[src/rtl/routine_bus_pkg.sv]
// Frame layout, seven-segment glyph table and FSM states shared by the routine bus receiver.
// Pure definitions: no logic, no latency, no flow control.
package routine_bus_pkg;

  localparam int FRAME_W = 46;
  localparam int RED_LSB = 36;
  localparam int RED_W   = 10;
  localparam int GRN_LSB = 28;
  localparam int GRN_W   = 8;
  localparam int HEX_W   = 7;   // digit d occupies [d*HEX_W +: HEX_W]

  // Active-low {g,f,e,d,c,b,a}; entry i is the glyph for hex digit i.
  localparam logic [6:0] SEG_BLANK = 7'h7F;
  localparam logic [15:0][6:0] SEG_PAT = {
    7'h0E, 7'h06, 7'h21, 7'h46, 7'h03, 7'h08, 7'h10, 7'h00,
    7'h78, 7'h02, 7'h12, 7'h19, 7'h30, 7'h24, 7'h79, 7'h40
  };

  typedef enum logic [1:0] {
    IDLE,
    DECODE,
    COMMIT
  } state_t;

endpackage

[src/rtl/seg7_to_hex.sv]
// Maps one active-low segment field back to a hex nibble; blank decodes as 0.
// Combinational, zero latency, no flow control.
module seg7_to_hex
  import routine_bus_pkg::*;
(
  input  logic [6:0] seg,
  output logic [3:0] nibble,
  output logic       legal,
  output logic       blank
);

  always_comb begin
    nibble = '0;
    legal  = 1'b0;
    blank  = (seg == SEG_BLANK);
    for (int i = 0; i < 16; i++) begin
      if (seg == SEG_PAT[i]) begin
        nibble = 4'(i);
        legal  = 1'b1;
      end
    end
  end

endmodule

[src/rtl/routine_bus_receiver.sv]
// Receives 46-bit routine frames, validates the four segment fields and drives PWM-gated LED/hex pins.
// Frame accepted at edge N updates outputs at edge N+2; BusReady drops for two cycles per frame.
module routine_bus_receiver
  import routine_bus_pkg::*;
#(
  parameter int DIM_BITS = 4
) (
  input  logic                Clock,
  input  logic                Reset,
  input  logic [FRAME_W-1:0]  BusIn,
  input  logic                BusValid,
  output logic                BusReady,
  input  logic [DIM_BITS-1:0] Brightness,
  output logic [RED_W-1:0]    LedRed,
  output logic [GRN_W-1:0]    LedGrn,
  output logic [HEX_W-1:0]    Hex3,
  output logic [HEX_W-1:0]    Hex2,
  output logic [HEX_W-1:0]    Hex1,
  output logic [HEX_W-1:0]    Hex0,
  output logic [15:0]         Digits,
  output logic [3:0]          Blank,
  output logic                FrameError,
  output logic [7:0]          FrameCount
);

  state_t state, state_nxt;
  logic   load, decode, commit, commit_ok, lit;

  logic [FRAME_W-1:0]  shadow;
  logic [3:0][3:0]     nib, dec_nib;
  logic [3:0]          legal, blank, dec_ok, dec_blank;
  logic [RED_W-1:0]    red_q, red_nxt;
  logic [GRN_W-1:0]    grn_q, grn_nxt;
  logic [3:0][6:0]     hex_q, hex_nxt, hex_pin;
  logic [DIM_BITS-1:0] pwm_cnt;

  for (genvar d = 0; d < 4; d++) begin : g_dec
    seg7_to_hex u_seg7_to_hex (
      .seg    (shadow[d*HEX_W +: HEX_W]),
      .nibble (nib[d]),
      .legal  (legal[d]),
      .blank  (blank[d])
    );
  end

  always_comb begin
    state_nxt = state;
    load      = 1'b0;
    decode    = 1'b0;
    commit    = 1'b0;
    case (state)
      IDLE: begin
        if (BusValid && BusReady) begin
          load      = 1'b1;
          state_nxt = DECODE;
        end
      end
      DECODE: begin
        decode    = 1'b1;
        state_nxt = COMMIT;
      end
      COMMIT: begin
        commit    = 1'b1;
        state_nxt = IDLE;
      end
      default: state_nxt = IDLE;
    endcase
  end

  // Ready is registered so it stays low while reset is held.
  always_ff @(posedge Clock or negedge Reset) begin
    if (!Reset) begin
      state    <= IDLE;
      BusReady <= 1'b0;
    end else begin
      state    <= state_nxt;
      BusReady <= (state_nxt == IDLE);
    end
  end

  always_ff @(posedge Clock or negedge Reset) begin
    if (!Reset) begin
      shadow    <= '0;
      dec_nib   <= '0;
      dec_ok    <= '0;
      dec_blank <= '0;
    end else begin
      if (load) shadow <= BusIn;
      if (decode) begin
        dec_nib   <= nib;
        dec_ok    <= legal | blank;
        dec_blank <= blank;
      end
    end
  end

  assign commit_ok = commit && (&dec_ok);

  // Next display contents feed the pin registers so pins move on the commit edge.
  always_comb begin
    red_nxt = red_q;
    grn_nxt = grn_q;
    hex_nxt = hex_q;
    if (commit_ok) begin
      red_nxt = shadow[RED_LSB +: RED_W];
      grn_nxt = shadow[GRN_LSB +: GRN_W];
      for (int d = 0; d < 4; d++) hex_nxt[d] = shadow[d*HEX_W +: HEX_W];
    end
  end

  always_ff @(posedge Clock or negedge Reset) begin
    if (!Reset) begin
      red_q      <= '0;
      grn_q      <= '0;
      hex_q      <= {4{SEG_BLANK}};
      Digits     <= '0;
      Blank      <= 4'b1111;
      FrameError <= 1'b0;
      FrameCount <= '0;
    end else begin
      red_q <= red_nxt;
      grn_q <= grn_nxt;
      hex_q <= hex_nxt;
      if (commit_ok) begin
        Digits     <= {dec_nib[3], dec_nib[2], dec_nib[1], dec_nib[0]};
        Blank      <= dec_blank;
        FrameError <= 1'b0;
        FrameCount <= FrameCount + 8'd1;
      end else if (commit) begin
        FrameError <= 1'b1;
      end
    end
  end

  assign lit = (&Brightness) || (pwm_cnt < Brightness);

  always_ff @(posedge Clock or negedge Reset) begin
    if (!Reset) begin
      pwm_cnt <= '0;
      LedRed  <= '0;
      LedGrn  <= '0;
      hex_pin <= {4{SEG_BLANK}};
    end else begin
      pwm_cnt <= pwm_cnt + 1'b1;
      LedRed  <= lit ? red_nxt : '0;
      LedGrn  <= lit ? grn_nxt : '0;
      hex_pin <= lit ? hex_nxt : {4{SEG_BLANK}};
    end
  end

  assign Hex3 = hex_pin[3];
  assign Hex2 = hex_pin[2];
  assign Hex1 = hex_pin[1];
  assign Hex0 = hex_pin[0];

endmodule

[config.mk]
export PLATFORM = sky130hd
export DESIGN_NAME = routine_bus_receiver
export DESIGN_NICKNAME = d
export VERILOG_FILES = /design/src/rtl/routine_bus_pkg.sv /design/src/rtl/seg7_to_hex.sv /design/src/rtl/routine_bus_receiver.sv
export SDC_FILE = /design/constraint.sdc
export NUM_CORES = 1
export LEC_CHECK = 0
export ABC_AREA = 1
export ABC_CLOCK_PERIOD_IN_PS = 1900
export BUFFER_PORTS_ARGS = -buffer_cell sky130_fd_sc_hd__buf_2
export CAP_MARGIN = 20
export CORE_MARGIN = 1
export CORE_UTILIZATION = 50
export DETAILED_ROUTE_END_ITERATION = 10
export PLACE_DENSITY = 0.77
export SETUP_SLACK_MARGIN = 0.05
export SLEW_MARGIN = 10
export SYNTH_ARGS = -nofsm -noshare
export SYNTH_HDL_FRONTEND = slang
export SYNTH_SLANG_ARGS = --single-unit
[constraint.sdc]
create_clock -name Clock -period 1.9 [get_ports Clock]
set_input_delay 0.19 -clock Clock [delete_from_list [all_inputs] [get_ports Clock]]
set_output_delay 0.19 -clock Clock [all_outputs]
set_load 0.02 [all_outputs]
==> results of run 1 <==
[metrics by stage]
step	cell area, µm²	util, %	cells
2_1_floorplan	8680	-	948
3_3_place_gp	9540	56.9	1276
3_5_place_dp	9540	56.9	1276
4_1_cts	10600	63.2	1354
5_1_grt	10600	63.2	1355
6_report	10600	63.3	1356
[kinds of logic (layout without fill, tap and decap cells)]
logic type	count (synthesis)	after routing	share of synthesized area, %
AND/OR/NAND/NOR	502	502	24.5
flip-flops	198	198	57.9
AO/OA/AOI/OAI	133	134	10.2
buffers and inverters	102	288	5.86
XOR/XNOR	8	8	0.807
adder cells (fa/ha/maj)	5	5	0.720
other	0	1	0
[layout make-up]
| class | count | area share (%) |
|---|---|---|
| inverter | 68 | 2.43 |
| timing repair buffer | 188 | 12.1 |
| antenna | 1 | 0.0236 |
| sequential | 198 | 47.4 |
| clock inverter | 14 | 1.49 |
| multi-input combinational | 649 | 29.9 |
| clock buffer | 18 | 4.05 |
| tap | 220 | 2.60 |
[cell usage in the layout, fill, tap and decap left out, drive strengths merged]
cell and n:
ha 5, nand2 321, dfrtp 138, inv 76, o211ai 28, nand3b 3
and3 1, buf 141, a21oi 12, xor2 5, dfstp 60, bufinv 1
nand3 51, nor2 83, xnor2 3, nand4 8, clkbuf 19, dlygate4sd3 46
a31oi 3, o21ai 87, clkinv 5, a22oi 2, and2 18, diode 1
o21a 1, o22ai 1, nor3 17
[worst max-delay path, stage by stage, from the launching register on]
cell	delay, ns
dfrtp_1	0.40
ha_1	0.31
a21oi_1	0.18
o21ai_2	0.13
o21ai_4	0.23
buf_12	0.28
o211ai_2	0.10
[flip-flops by register name (all words and copies together) (netlist names)]
name	flops
shadow	46
BusReady	1
FrameCount	8
LedGrn	8
grn_q	8
dec_blank	4
dec_nib	16
Hex0	7
FrameError	1
Digits	16
Hex3	7
Hex2	7
red_q	10
hex_q	28
pwm_cnt	4
LedRed	10
Hex1	7
state	2
Blank	4
dec_ok	4
[cells in the mapped netlist (all sizes together)]
library cell / n / share of area (%)
a21oi: 12 / 0.69
a22oi: 2 / 0.17
a31oi: 3 / 0.22
and2: 18 / 1.3
and3: 1 / 0.072
buf: 27 / 2.6
clkbuf: 7 / 0.30
clkinv: 1 / 0.043
dfrtp: 138 / 40
dfstp: 60 / 18
ha: 5 / 0.72
inv: 67 / 2.9
nand2: 321 / 14
nand3: 51 / 3.0
nand3b: 3 / 0.26
nand4: 8 / 0.58
nor2: 83 / 3.8
nor3: 17 / 1.3
o211ai: 28 / 4.0
o21a: 1 / 0.086
o21ai: 86 / 5.0
o22ai: 1 / 0.072
xnor2: 3 / 0.30
xor2: 5 / 0.50
[what timing repair did]
| item | 4_1_cts | 5_1_grt |
|---|---|---|
| endpoints found under the setup margin | 0 | 17 |
| hold endpoints to repair | 80 | 0 |
| hold buffers | 46 | 0 |
| resized for setup | 0 | 1 |
[power by group through the flow]
stage	registers, W	clock network (W)	logic (W)
global placement	0.00574	0	0.00358
detailed placement	0.00576	0	0.00363
CTS	0.00570	0.00366	0.00377
finish	0.00571	0.00357	0.00377
global route	0.00582	0.00379	0.00429
floorplan	0.00580	0	0.00261
[final timing paths]
check                                  start          to  slack (ns)  cells after the start
worst max-delay path              pwm_cnt[3]     Hex1[3]        0.17                      6
worst min-delay path               BusIn[13]  shadow[13]        0.02                      3
worst max register to register    pwm_cnt[3]     Hex1[3]        0.17                      6
worst min register to register  dec_blank[0]    Blank[0]        0.47                      2
max in group asynchronous              Reset   hex_q[25]        0.95                      3
min in group asynchronous              Reset   Digits[4]        0.24                      2
[routing by layer]
layer  GRT usage (%)  part of all wire (%)
met1            30.2                    45
met2            37.3                    49
met3            5.56                   5.2
met4            6.31                  0.81
met5               0                     0
==> run_results.csv, run 1 <==
group,metric,value,unit
setup_path,worstPathRequired,2.25,ns
setup_path,start_kind,"flop",
cells_and_area,fill_cells,1419,
sta,min_period,1.73,ns
setup_path,worstSetupPathType,"reg -> reg",
sta,fin_worst_skew,0.0185,ns
clock_tree,cts_tree,"yes",
synthesis,synth.avg_cell_area,9.16,µm²
floorplanning,fp.dieH,134,µm
floorplanning,start_util,51.8,%
synthesis,netlist_instances,948,
routing,drt_iter0_markers,430,
synthesis,yosysUniqueCellTypes,38,
cells_and_area,multi_input_area,0.00317,mm²
synthesis,yosysWarningCount,0,
clock_tree,cts_setup_buffers,0,
cells_and_area,drive_gt1_share,25.4,%
placed_design,dp_hpwl,12.4,mm
global_route,overflow,0,
power_and_ir_drop,ir_drop,0.775,mV
floorplanning,fp.coreArea,0.0168,mm²
floorplanning,die_w,134,µm
power_and_ir_drop,p_leak,5.46,nW
power_and_ir_drop,comb_power_share,28.9,%
power_and_ir_drop,p_per_area,1230,mW/mm²
clock_tree,cts_buffers,17,
sta,setup_viol,0,
clock_tree,cts_sinks,198,
cells_and_area,syn_to_final_growth,22.1,%
placed_design,io_buffers,128,
power_and_ir_drop,intPower,0.00817,W
routing,drc,0,
flow_run,maxCapViolations,0,
clock_tree,cts_root_buf,"clkbuf_16",
routing,vias_per_cell,5.06,
sta,rsz0062_at_grt,"false",
setup_path,arrival,2.08,ns
cells_and_area,nets,1180,
hold_path,hold_path.class,"in -> reg",
routing,dr.pass1.iters,6,
cells_and_area,seqCellArea,0.00503,mm²
power_and_ir_drop,power.switching,0.00488,W
routing,postRouteAntennaNets,0,
global_route,first_global_vias,6652,
clock_tree,clkSlewWorstSetupHoldPaths,0.07,ns
synthesis,syn_area,0.00868,mm²
global_route,grt_pass1_wl,31.9,mm
clock_tree,clk_latency,0.44,ns
routing,routed_wl,19.4,mm
sta,clock.fmax,579,MHz
power_and_ir_drop,swShare,37.4,%
floorplanning,die_area,0.0179,mm²
sta,worst_slack,0.172,ns
placed_design,dp_slack,0.134,ns
synthesis,ys_ff_latch,198,
clock_tree,htree_levels,4,
sta,period_share,90.9,%
floorplanning,ioPinCount,129,
setup_path,end_kind,"flop",
setup_path,path_max_fanout,21,
placed_design,routabilityCongestion,0.910,
sta,slew_viol_final,0,
global_route,antenna_found_initial,0,
global_route,grt_use_total,22.8,%
synthesis,synth_seq_area_share,57.9,%
power_and_ir_drop,pwr-share-seq,43.8,%
sta,timing.hold.ws,0.0159,ns
power_and_ir_drop,power_frac_clock,27.3,%
synthesis,syn-num-nets,1006,
sta,finalSetupTns,0,ns
floorplanning,row_count,47,
power_and_ir_drop,p_total,0.0131,W
sta,slew_headroom,54.2,%
sta,final-hold-violation-count,0,
outcome,status,"finished, final reports clean",
routing,routedWlPerCell,14.3,µm
global_route,grt_max_degree,59,
routing,num_vias,6868,
sta,worstMarginPinSlew,0.687,ns
clock_tree,clock_path_buffers,2,
No activity file was read; power rests on OpenSTA's default activity.
==> run 2, diff against run 1 <==
CORE_UTILIZATION = 25   (was 50)
HOLD_SLACK_MARGIN = 0.03   (was default)
PLACE_DENSITY = 0.47   (was 0.77)
==> run 2 against run 1 <==
Combinational power grew 2%. Highest routed layer unchanged. Wire length rose by 12%. Sequential power barely moved. Critical path type unchanged. Largest power group unchanged. Sequential share of layout area decreased by 1.4 points. Clock-buffer cell count rose by 1. Largest cell class unchanged.
==> run_results.csv, run 2 (synthesis gave the netlist of run 1 again) <==
group,metric,value,unit
placed_design,io_buffers,128,
sta,period_share,83.7,%
hold_path,hold_path.class,"in -> async",
clock_tree,htree_levels,4,
setup_path,critPathLaunch,"state[0]",
global_route,grt_use_total,13.0,%
cells_and_area,final_cell_mix,"nand2_1 (319), dfrtp_1 (138), buf_2 (127)",
floorplanning,ioPinCount,129,
routing,num_vias,6802,
clock_tree,cts_tree,"yes",
cells_and_area,n_antenna_cell,0,
power_and_ir_drop,pwr-share-seq,43.2,%
placed_design,dp_hpwl,14.9,mm
global_route,grt_pass1_wl,36.5,mm
floorplanning,start_util,25.6,%
routing,routedWlPerCell,13.7,µm
clock_tree,cts_resized,0,
sta,rsz0062_at_grt,"false",
setup_path,worstPathRequired,2.28,ns
setup_path,start_kind,"flop",
clock_tree,clkSlewWorstSetupHoldPaths,0.07,ns
power_and_ir_drop,ir_drop,0.648,mV
routing,vias_per_cell,4.29,
setup_path,path_max_fanout,32,
floorplanning,fp.dieH,188,µm
cells_and_area,nets,1183,
global_route,overflow,0,
placed_design,dp_slack,0.269,ns
routing,drc,0,
floorplanning,die_w,188,µm
flow_run,maxCapViolations,0,
clock_tree,cts_sinks,198,
routing,routed_wl,21.8,mm
power_and_ir_drop,swShare,37.1,%
clock_tree,cts_root_buf,"clkbuf_16",
cells_and_area,largest_reg_flops,46,
cells_and_area,largest-register,"shadow",
global_route,first_global_vias,6918,
clock_tree,cts_setup_buffers,0,
sta,slew_viol_final,0,
power_and_ir_drop,intPower,0.00833,W
clock_tree,clock_path_buffers,2,
global_route,antenna_found_initial,0,
routing,drt_iter0_markers,379,
setup_path,r2r-start,"state[0]",
power_and_ir_drop,comb_power_share,29.0,%
outcome,status,"finished, final reports clean",
power_and_ir_drop,power.switching,0.00491,W
floorplanning,die_area,0.0355,mm²
cells_and_area,syn_to_final_growth,25.9,%
sta,min_period,1.59,ns
floorplanning,fp.coreArea,0.0339,mm²
sta,timing.hold.ws,0.261,ns
cells_and_area,reg_top3,"shadow x46, hex_q x28",
sta,final-hold-violation-count,0,
sta,worst_slack,0.309,ns
sta,slew_headroom,70.0,%
power_and_ir_drop,p_per_area,1210,mW/mm²
global_route,grt_max_degree,47,
placed_design,routabilityCongestion,0.853,
sta,clock.fmax,629,MHz
sta,worstMarginPinSlew,0.450,ns
floorplanning,row_count,67,
power_and_ir_drop,p_leak,5.47,nW
setup_path,arrival,1.97,ns
routing,postRouteAntennaNets,0,
cells_and_area,drive_gt1_share,25.4,%
clock_tree,ctsHoldBuffers,47,
sta,fin_worst_skew,0.0122,ns
setup_path,end_kind,"flop",
sta,setup_viol,0,
sta,finalSetupTns,0,ns
clock_tree,clk_latency,0.43,ns
clock_tree,cts_buffers,17,
cells_and_area,final_util,32.3,%
cells_and_area,final_common_cell,"nand2_1",
power_and_ir_drop,power_frac_clock,27.9,%
routing,dr.pass1.iters,4,
setup_path,worstSetupPathType,"reg -> reg",
## run 2: path summary, 6_finish.rpt
check / depth (start not counted) / to / slack, ns
worst max-delay path: 6 / LedRed[1] / 0.31
worst min-delay path: 2 / shadow[14] / 0.26
worst max register to register: 6 / LedRed[1] / 0.31
worst min register to register: 2 / Blank[0] / 0.47
max in group asynchronous: 3 / hex_q[24] / 0.95
min in group Clock: 4 / state[0] / 0.30
## run 2: layer usage
metal / GRT usage [%] / part of all wire (%) / vias to the layer above
met3: 3.26 / 4.6 / 14
met4: 3.32 / 1.0 / 0
met5: 0 / 0 / -
met1: 17.7 / 50 / 3240
met2: 20.6 / 45 / 140
li1: - / - / 3408
## run 2: area by class of cell
class                   count  area (µm²)
repair buffers            192        1340
clock inverters            13         148
fillers                  3627       22900
flip-flops and latches    198        5030
clock buffers              19         443
inverters                  68         258
multi-input cells         648        3160
well taps                 448         561
## run 2: through the flow
step / std cells / area [µm²] / total power (W)
4_1_cts: 1586 / 10900 / 0.0135
3_5_place_dp: 1507 / 9870 / 0.00959
2_1_floorplan: 948 / 8680 / 0.00842
6_report: 1586 / 10900 / 0.0132
3_3_place_gp: 1507 / 9870 / 0.00960
5_1_grt: 1586 / 10900 / 0.0143
## run 2: power by group through the flow
stage	Clock (W)	Sequential, W	Combinational [W]
global route	0.00399	0.00583	0.00443
global placement	0	0.00579	0.00381
floorplan	0	0.00580	0.00261
finish	0.00369	0.00571	0.00383
detailed placement	0	0.00579	0.00380
CTS	0.00382	0.00572	0.00391
## run 2: worst max-delay path, cell delays in order (launching register included)
cell and delay, ns:
dfrtp_1 0.47, nor2_4 0.20, nand2_8 0.16, inv_4 0.37, nand2_1 0.11, nand2_1 0.10
and2_1 0.12
